<file path="config.mk">
export PLATFORM = sky130hd
export DESIGN_NAME = if_fetch
export DESIGN_NICKNAME = d
export VERILOG_FILES = /design/src/rtl/if_fetch.sv
export SDC_FILE = /design/constraint.sdc
export NUM_CORES = 1
export LEC_CHECK = 0
export CAP_MARGIN = 30
export CORE_UTILIZATION = 35
export CTS_BUF_LIST = sky130_fd_sc_hd__clkbuf_8
export DETAILED_ROUTE_END_ITERATION = 6
export GPL_TIMING_DRIVEN = 0
export PLACE_DENSITY = 0.67
export SYNTH_ARGS = -nofsm -noshare
export SYNTH_HDL_FRONTEND = slang
export SYNTH_SLANG_ARGS = --single-unit
</file>
<file path="constraint.sdc">
create_clock -name clk -period 13.4 [get_ports clk]
set_clock_uncertainty 0.05 [all_clocks]
set_input_delay 1.34 -clock clk [delete_from_list [all_inputs] [get_ports clk]]
set_output_delay 1.34 -clock clk [all_outputs]
set_load 0.05 [all_outputs]
</file>
<file path="src/rtl/if_fetch.sv">
// Instruction-fetch stage: owns the PC, assembles each 32-bit instruction from four
// little-endian byte reads on the shared 8-bit memory port, and presents if_pc/if_inst
// to if_id. Branch redirects from EX (older) take priority over ID.
module if_fetch #(
  parameter logic [31:0] RESET_PC = 32'h0000_0000
) (
  input  logic        clk,
  input  logic        rst,
  input  logic [5:0]  stall,
  input  logic        id_b_flag_i,
  input  logic [31:0] id_b_target_i,
  input  logic        ex_b_flag_i,
  input  logic [31:0] ex_b_target_i,
  input  logic        mem_busy_i,
  input  logic [7:0]  mem_din_i,
  output logic        mem_req_o,
  output logic [31:0] mem_addr_o,
  output logic [31:0] if_pc,
  output logic [31:0] if_inst,
  output logic        stallreq_o
);

  localparam int unsigned XLEN    = 32;
  localparam int unsigned BYTE_W  = 8;
  localparam int unsigned STALL_W = 6;
  localparam int unsigned CNT_W   = 3;
  localparam int unsigned GOT_W   = 2;
  localparam int unsigned BUF_W   = 3 * BYTE_W;
  localparam logic        STOP    = 1'b1;
  localparam logic [CNT_W-1:0] NBYTES = CNT_W'(4);

  typedef enum logic {
    S_FETCH = 1'b0,
    S_READY = 1'b1
  } state_e;

  state_e             state_q, state_d;
  logic [XLEN-1:0]    pc_q, pc_d;
  logic [CNT_W-1:0]   cnt_q, cnt_d;
  logic [GOT_W-1:0]   got_q, got_d;
  logic               pend_q, pend_d;
  logic [BUF_W-1:0]   buf_q, buf_d;
  logic               req_q, req_d;
  logic [XLEN-1:0]    addr_q, addr_d;
  logic [XLEN-1:0]    if_pc_q;
  logic [XLEN-1:0]    if_inst_q, inst_d;
  logic               stallreq_q, stallreq_d;
  logic               accept;
  logic               unused_stall;

  // Only the PC-hold and IF-hold bits of the stall vector matter here
  assign unused_stall = ^stall[STALL_W-1:2];

  // Request handshake: the port took our byte read this cycle
  assign accept = req_q & ~mem_busy_i;

  // Next-state logic; redirects override everything, then the FETCH/READY behaviour
  always_comb begin
    state_d = state_q;
    pc_d    = pc_q;
    cnt_d   = cnt_q;
    got_d   = got_q;
    buf_d   = buf_q;
    inst_d  = '0;
    pend_d  = accept;

    if (ex_b_flag_i || id_b_flag_i) begin
      // Drop any partial fetch; the byte in flight is discarded via pend
      pc_d    = ex_b_flag_i ? ex_b_target_i : id_b_target_i;
      state_d = S_FETCH;
      cnt_d   = '0;
      got_d   = '0;
      pend_d  = 1'b0;
    end else begin
      case (state_q)
        S_FETCH: begin
          if (accept) cnt_d = cnt_q + CNT_W'(1);
          if (pend_q) begin
            got_d = got_q + GOT_W'(1);
            case (got_q)
              2'd0:    buf_d[7:0]   = mem_din_i;
              2'd1:    buf_d[15:8]  = mem_din_i;
              2'd2:    buf_d[23:16] = mem_din_i;
              default: begin
                inst_d  = {mem_din_i, buf_q};
                state_d = S_READY;
              end
            endcase
          end
        end
        S_READY: begin
          inst_d = if_inst_q;
          if (stall[1] != STOP) begin
            // Word consumed by if_id; PC advances unless the PC itself is held
            state_d = S_FETCH;
            cnt_d   = '0;
            got_d   = '0;
            inst_d  = '0;
            if (stall[0] != STOP) pc_d = pc_q + XLEN'(4);
          end
        end
        default: state_d = S_FETCH;
      endcase
    end

    req_d      = (state_d == S_FETCH) && (cnt_d < NBYTES);
    addr_d     = pc_d + XLEN'(cnt_d);
    stallreq_d = (state_d == S_FETCH);
  end

  // State and registered outputs, synchronous reset
  always_ff @(posedge clk) begin
    if (rst) begin
      state_q    <= S_FETCH;
      pc_q       <= RESET_PC;
      cnt_q      <= '0;
      got_q      <= '0;
      pend_q     <= 1'b0;
      buf_q      <= '0;
      req_q      <= 1'b0;
      addr_q     <= '0;
      if_pc_q    <= RESET_PC;
      if_inst_q  <= '0;
      stallreq_q <= 1'b0;
    end else begin
      state_q    <= state_d;
      pc_q       <= pc_d;
      cnt_q      <= cnt_d;
      got_q      <= got_d;
      pend_q     <= pend_d;
      buf_q      <= buf_d;
      req_q      <= req_d;
      addr_q     <= addr_d;
      if_pc_q    <= pc_d;
      if_inst_q  <= inst_d;
      stallreq_q <= stallreq_d;
    end
  end

  assign mem_req_o  = req_q;
  assign mem_addr_o = addr_q;
  assign if_pc      = if_pc_q;
  assign if_inst    = if_inst_q;
  assign stallreq_o = stallreq_q;

endmodule

</file>
==> results of run 1 <==
logic make-up (layout without fill, tap and decap cells):
family,count (synthesis),in the layout,synth area share
AO/OA/AOI/OAI,138,138,0.160
multiplexers,45,45,0.0733
XOR/XNOR,31,31,0.0443
buffers and inverters,58,266,0.0377
flip-flops,129,129,0.410
adder cells (fa/ha/maj),10,10,0.0210
AND/OR/NAND/NOR,299,299,0.253
report_power, final:
part | internal [mW] | switching [mW] | total, mW
clock network | 0.226 | 0.164 | 0.390
logic | 0.0721 | 0.113 | 0.185
registers | 0.398 | 0.0133 | 0.411
total | 0.696 | 0.290 | 0.986
layer usage:
layer / global-route usage / up-vias / part of all wire
met4: 0.106 / 0 / 0.034
met3: 0.0552 / 52 / 0.071
met2: 0.349 / 241 / 0.45
li1: - / 2950 / -
met1: 0.296 / 2835 / 0.45
met5: 0 / - / 0
flip-flops by register name (all words and copies together), names as in the netlist, 2 cells and up:
name / count
buf_q: 24
cnt_q: 3
got_q: 2
if_inst: 32
if_pc: 32
mem_addr_o: 32
how the worst max path moves through the flow:
| stage | start | cells after the start | endpoint | slack (ns) |
|---|---|---|---|---|
| after floorplan | ex_b_flag_i | 18 | mem_addr_o[25] | 7.93 |
| after global placement | id_b_flag_i | 19 | mem_addr_o[26] | 5.96 |
| after detailed placement | id_b_flag_i | 19 | mem_addr_o[26] | 6.01 |
| after CTS | id_b_flag_i | 19 | mem_addr_o[26] | 6.48 |
| after global routing | id_b_flag_i | 19 | mem_addr_o[26] | 5.86 |
| final | id_b_flag_i | 19 | mem_addr_o[22] | 6.32 |
cell type report:
class	count	area (sq um)	area share
Buffer	44	185	0.0210
Clock buffer	18	248	0.0281
Clock inverter	14	211	0.0240
Inverter	14	52.6	0.00597
Multi-Input combinational cell	523	3480	0.395
Sequential cell	129	2580	0.293
Tap cell	225	282	0.0320
Timing Repair Buffer	176	1760	0.200
per-stage QoR:
step | cell area, sq um | hold slack, ns | worst slack (ns)
floorplan | 6300 | 0.414 | 7.93
global placement | 8340 | 0.424 | 5.96
detailed placement | 8340 | 0.427 | 6.01
CTS | 8800 | 0.440 | 6.48
global route | 8800 | 0.473 | 5.86
finish | 8800 | 0.442 | 6.32
cell usage in the layout, fill, tap and decap left out, drive strengths merged, types with 3 or more instances in the layout:
cell type	netlist	routed
clkdlybuf4s50	0	176
dfxtp	129	129
nor2	125	125
clkbuf	32	50
a22oi	39	39
mux2i	36	36
nand2	29	29
nand3	24	24
a21oi	23	23
xnor2	20	20
nor3	20	20
nor2b	19	19
nor4	17	17
inv	13	15
o21ai	13	13
buf	12	12
or4	11	11
xor2	11	11
or3	11	11
ha	9	9
a21o	9	9
mux2	9	9
nand4	8	8
o31ai	7	7
o31a	7	7
clkinv	1	7
o22ai	6	6
and4	5	5
a31oi	5	5
and2	5	5
o21a	5	5
nand2b	5	5
bufinv	0	5
and3	5	5
nor3b	5	5
or2	3	3
a221o	3	3
o211a	3	3
critical path, stage by stage:
cell             delay (ns)
clkdlybuf4s50_1        0.49
buf_1                  0.41
nor2_1                 0.32
clkbuf_1               0.58
buf_1                  0.52
buf_1                  0.60
nand2_1                0.14
nor2_1                 0.19
ha_1                   0.19
inv_1                  0.05
fa_1                   0.39
inv_1                  0.07
a21oi_1                0.07
nor3b_1                0.37
nand4bb_1              0.38
or3_1                  0.47
buf_6                  0.16
nor3_1                 0.26
mux2_1                 0.36
==> run_results.csv, run 1 <==
group,metric,value,unit
timing,min_period,7.08,ns
clocking,cts_resized,0,
logic_synthesis,ys_async_sr_fraction,0,
clocking,cts_inserted_buffers,17,
die,die_x,136,um
pwr,ir_worst_vdd,74.1,uV
outcome,status,"finished, final reports clean",
logic_synthesis,ys_seq_area_frac,0.410,
logic_synthesis,synth_most_common_cell,"dfxtp_1",
routing,drc_errors,0,
routing,firstDrtPassIters,4,
routing,vias_per_cell,5.32,
timing,slew_headroom,0.444,
placement,port_buffers,176,
setup_path,critPathLaunchType,"input port",
global_routing,grt-ovfl-total,0,
placement,gp_routability_congestion,0.945,
global_routing,grt_pass1_vias,5823,
clocking,post-cts-setup-buffer-count,0,
routing,routedWlPerCell,17.9,um
timing,min_period_over_period,0.528,
setup_path,path_max_fanout,10,
setup_path,r2r-start,"state_q",
logic_synthesis,synth_common_cells,"129 x dfxtp_1, 124 x nor2_1, 39 x a22oi_1, 36 x mux2i_1, 32 x clkbuf_1",
die,ioPinCount,181,
timing,fin_tns_setup,0,ns
pwr,p_per_area,112,mW/mm^2
routing,vias,6078,
setup_path,endpoint_kind,"register",
clocking,insertion_delay,0.46,ns
logic_synthesis,syn-num-nets,803,
die,fp.dieH,136,um
setup_path,ff2ff_setup_slack,9.56,ns
die,start_util,0.362,
layout,fin_util,0.505,
pwr,power.leakage,3.29,nW
routing,drt_first_iter_violations,473,
clocking,cts_tree,"built",
clocking,clockBufferDepth,2,
routing,postRouteAntennaNets,0,
min_path,min_path_type,"reg2reg",
min_path,min-delay-start,"mem_req_o",
setup_path,reg2reg_to,"mem_addr_o[22]",
routing,wl,20400,um
placement,dp_hpwl,15300,um
logic_synthesis,yosysTopAreaCell,"dfxtp_1",
timing,max_freq,141,MHz
logic_synthesis,yosysWarningCount,0,
logic_synthesis,synth_seq_cells,129,
layout,insertedDiodeCount,0,
setup_path,critPathRequiredTime,13.70,ns
clocking,cts.sinks,129,
logic_synthesis,synth_edf_count,0,
logic_synthesis,synth_area,0.00630,sq mm
die,rows,48,
setup_path,r2r_cells,14,
global_routing,grt_start_max_net_pins,17,
placement,dp_cells,1111,
global_routing,antenna_found_initial,0,
setup_path,cp_data_arrival_time,7.38,ns
timing,finalSetupViolCount,0,
logic_synthesis,avgSynthCellArea,8.87,sq um
min_path,hold_path_depth,2,
clocking,cts.clk_slew.worst_paths,0.08,ns
logic_synthesis,synth_area_leaders,"dfxtp_1 41%, nor2_1 7.4%, mux2i_1 5.7%",
layout,drive_above_1_share,0.0741,
timing,drv_slew,0,
pwr,power,0.986,mW
setup_path,path_class,"in2reg",
timing,rsz0062_at_grt,"false",
global_routing,grt_pass1_wl,31500,um
run,drv_cap,0,
timing,hold_violations,0,
layout,instances_no_fill,1143,
die,die_area,0.0185,sq mm
logic_synthesis,postSynthCellCount,710,
die,coreArea,0.0174,sq mm
clocking,htreeDepth,4,
layout,areaGrowthSynthToFinish,39.7,%
layout,fillerInstances,1677,
logic_synthesis,synth_top_flop_cell,"dfxtp_1",
logic_synthesis,synth_top_area_share,0.410,
timing,worst_pin_slew,0.834,ns
min_path,min_delay_worst_endpoint,"pend_q",
clocking,postCtsHoldBufs,0,
clocking,root_buffer,"clkbuf_8",
logic_synthesis,synth.distinct_cells,74,
layout,nets,998,
global_routing,track_usage,0.227,
(Power assumes the default switching activity.)
==> run 2: changes to the inputs <==
==> constraint.sdc (replaced) <==
create_clock -name clk -period 6.65 [get_ports clk]
set_clock_uncertainty 0.05 [all_clocks]
set_input_delay 0.665 -clock clk [delete_from_list [all_inputs] [get_ports clk]]
set_output_delay 0.665 -clock clk [all_outputs]
set_load 0.05 [all_outputs]
==> run 2 against run 1 <==
Global-route usage did not move. Die area stayed put. Critical path type unchanged. Highest routed layer unchanged. Register-to-register slack got worse by 6.8 ns.
==> run_results.csv, run 2 (synthesis gave the netlist of run 1 again) <==
group,metric,value,unit
outcome,status,"finished, final reports clean",
min_path,min_path_type,"reg2reg",
clocking,clockBufferDepth,2,
setup_path,path_class,"in2reg",
pwr,p_per_area,226,mW/mm^2
layout,areaGrowthSynthToFinish,39.7,%
timing,min_period,6.19,ns
die,die_x,136,um
clocking,cts_tree,"built",
timing,min_period_over_period,0.930,
die,start_util,0.362,
routing,drt_first_iter_violations,451,
timing,max_freq,162,MHz
clocking,cts_inserted_buffers,17,
timing,rsz0062_at_grt,"false",
global_routing,track_usage,0.227,
timing,worst_pin_slew,0.828,ns
die,fp.dieH,136,um
clocking,htreeDepth,4,
layout,layout_common_cells,"176 x clkdlybuf4s50_1, 129 x dfxtp_1, 124 x nor2_1",
routing,routedWlPerCell,17.9,um
run,drv_cap,0,
placement,port_buffers,176,
routing,drc_errors,0,
timing,fin_tns_setup,0,ns
global_routing,antenna_found_initial,0,
setup_path,ff2ff_setup_slack,2.81,ns
setup_path,cp_data_arrival_time,6.48,ns
timing,hold_violations,0,
global_routing,grt_pass1_vias,5823,
global_routing,grt-ovfl-total,0,
routing,wl,20400,um
setup_path,critPathLaunchType,"input port",
timing,hold_ws,0.442,ns
clocking,root_buffer,"clkbuf_8",
clocking,insertion_delay,0.46,ns
timing,drv_slew,0,
setup_path,path_max_fanout,10,
clocking,cts.sinks,129,
layout,fillerInstances,1677,
placement,dp_hpwl,15300,um
pwr,power.leakage,3.29,nW
routing,vias_per_cell,5.32,
timing,slew_headroom,0.448,
setup_path,endpoint_kind,"register",
pwr,ir_worst_vdd,148,uV
placement,placed_area,0.00834,sq mm
die,die_area,0.0185,sq mm
routing,vias,6078,
layout,stdcell_area,0.00880,sq mm
layout,drive_above_1_share,0.0752,
clocking,postCtsHoldBufs,0,
setup_path,critPathRequiredTime,6.94,ns
layout,insertedDiodeCount,0,
timing,finalSetupViolCount,0,
die,coreArea,0.0174,sq mm
placement,gp_routability_congestion,0.945,
routing,postRouteAntennaNets,0,
die,ioPinCount,181,
routing,firstDrtPassIters,5,
layout,layout_commonest_cell,"clkdlybuf4s50_1",
layout,nets,998,
clocking,cts.clk_slew.worst_paths,0.08,ns
global_routing,grt_pass1_wl,31500,um
global_routing,grt_start_max_net_pins,17,
die,rows,48,
-- run 2: cell types whose count changed in the layout (fill, tap and decap cells not counted) --
| cell | previous run | this run |
|---|---|---|
| buf_1 | 6 | 5 |
| clkbuf_2 | 0 | 1 |
-- run 2: final cells by class --
class / count / area, sq um / area share
flip-flops and latches: 129 / 2580 / 0.293
well taps: 225 / 282 / 0.0320
multi-input cells: 523 / 3480 / 0.395
inverters: 14 / 52.6 / 0.00597
clock buffers: 18 / 248 / 0.0281
clock inverters: 14 / 211 / 0.0240
repair buffers: 176 / 1760 / 0.200
plain buffers: 44 / 186 / 0.0212
-- run 2: metal layers --
layer	track usage	wire length, um
met1	0.296	9190
met2	0.349	9140
met3	0.0552	1410
met5	0	0
met4	0.106	692
-- run 2: final timing paths --
| kind | startpoint | to | depth (start not counted) |
|---|---|---|---|
| worst min register to register | mem_req_o | pend_q | 2 |
| worst min-delay path | mem_req_o | pend_q | 2 |
| worst max register to register | state_q | mem_addr_o[22] | 14 |
| worst max-delay path | id_b_flag_i | mem_addr_o[22] | 19 |
-- run 2: metrics by stage --
stage	util	worst slack, ns	instances	power [mW]
final	0.506	0.463	1143	1.99
after global routing	0.506	0.0551	1143	2.05
after CTS	0.505	0.404	1143	1.99
after detailed placement	0.479	-0.0639	1111	1.22
after global placement	0.479	-0.119	1111	1.22
after floorplan	-	1.86	710	1.06
-- run 2: critical path, cell delays in order --
cell and delay (ns):
clkdlybuf4s50_1 0.50, buf_1 0.41, nor2_1 0.32, clkbuf_1 0.59
buf_1 0.52, clkbuf_2 0.41, nand2_1 0.11, nor2_1 0.17
ha_1 0.19, inv_1 0.05, fa_1 0.39, inv_1 0.07
a21oi_1 0.07, nor3b_1 0.37, nand4bb_1 0.38, or3_1 0.47
buf_6 0.16, nor3_1 0.26, mux2_1 0.35
-- run 2: repair_timing --
item / 4_1_cts / 5_1_grt
buffers inserted: 0 / 0
setup endpoints to repair: 0 / 5
gates resized for setup: 0 / 1
-- run 2: report_power, final --
part           internal, mW  switching (mW)  total [mW]
Combinational         0.145           0.228       0.373
Clock                 0.455           0.329       0.785
Sequential            0.802          0.0268       0.829
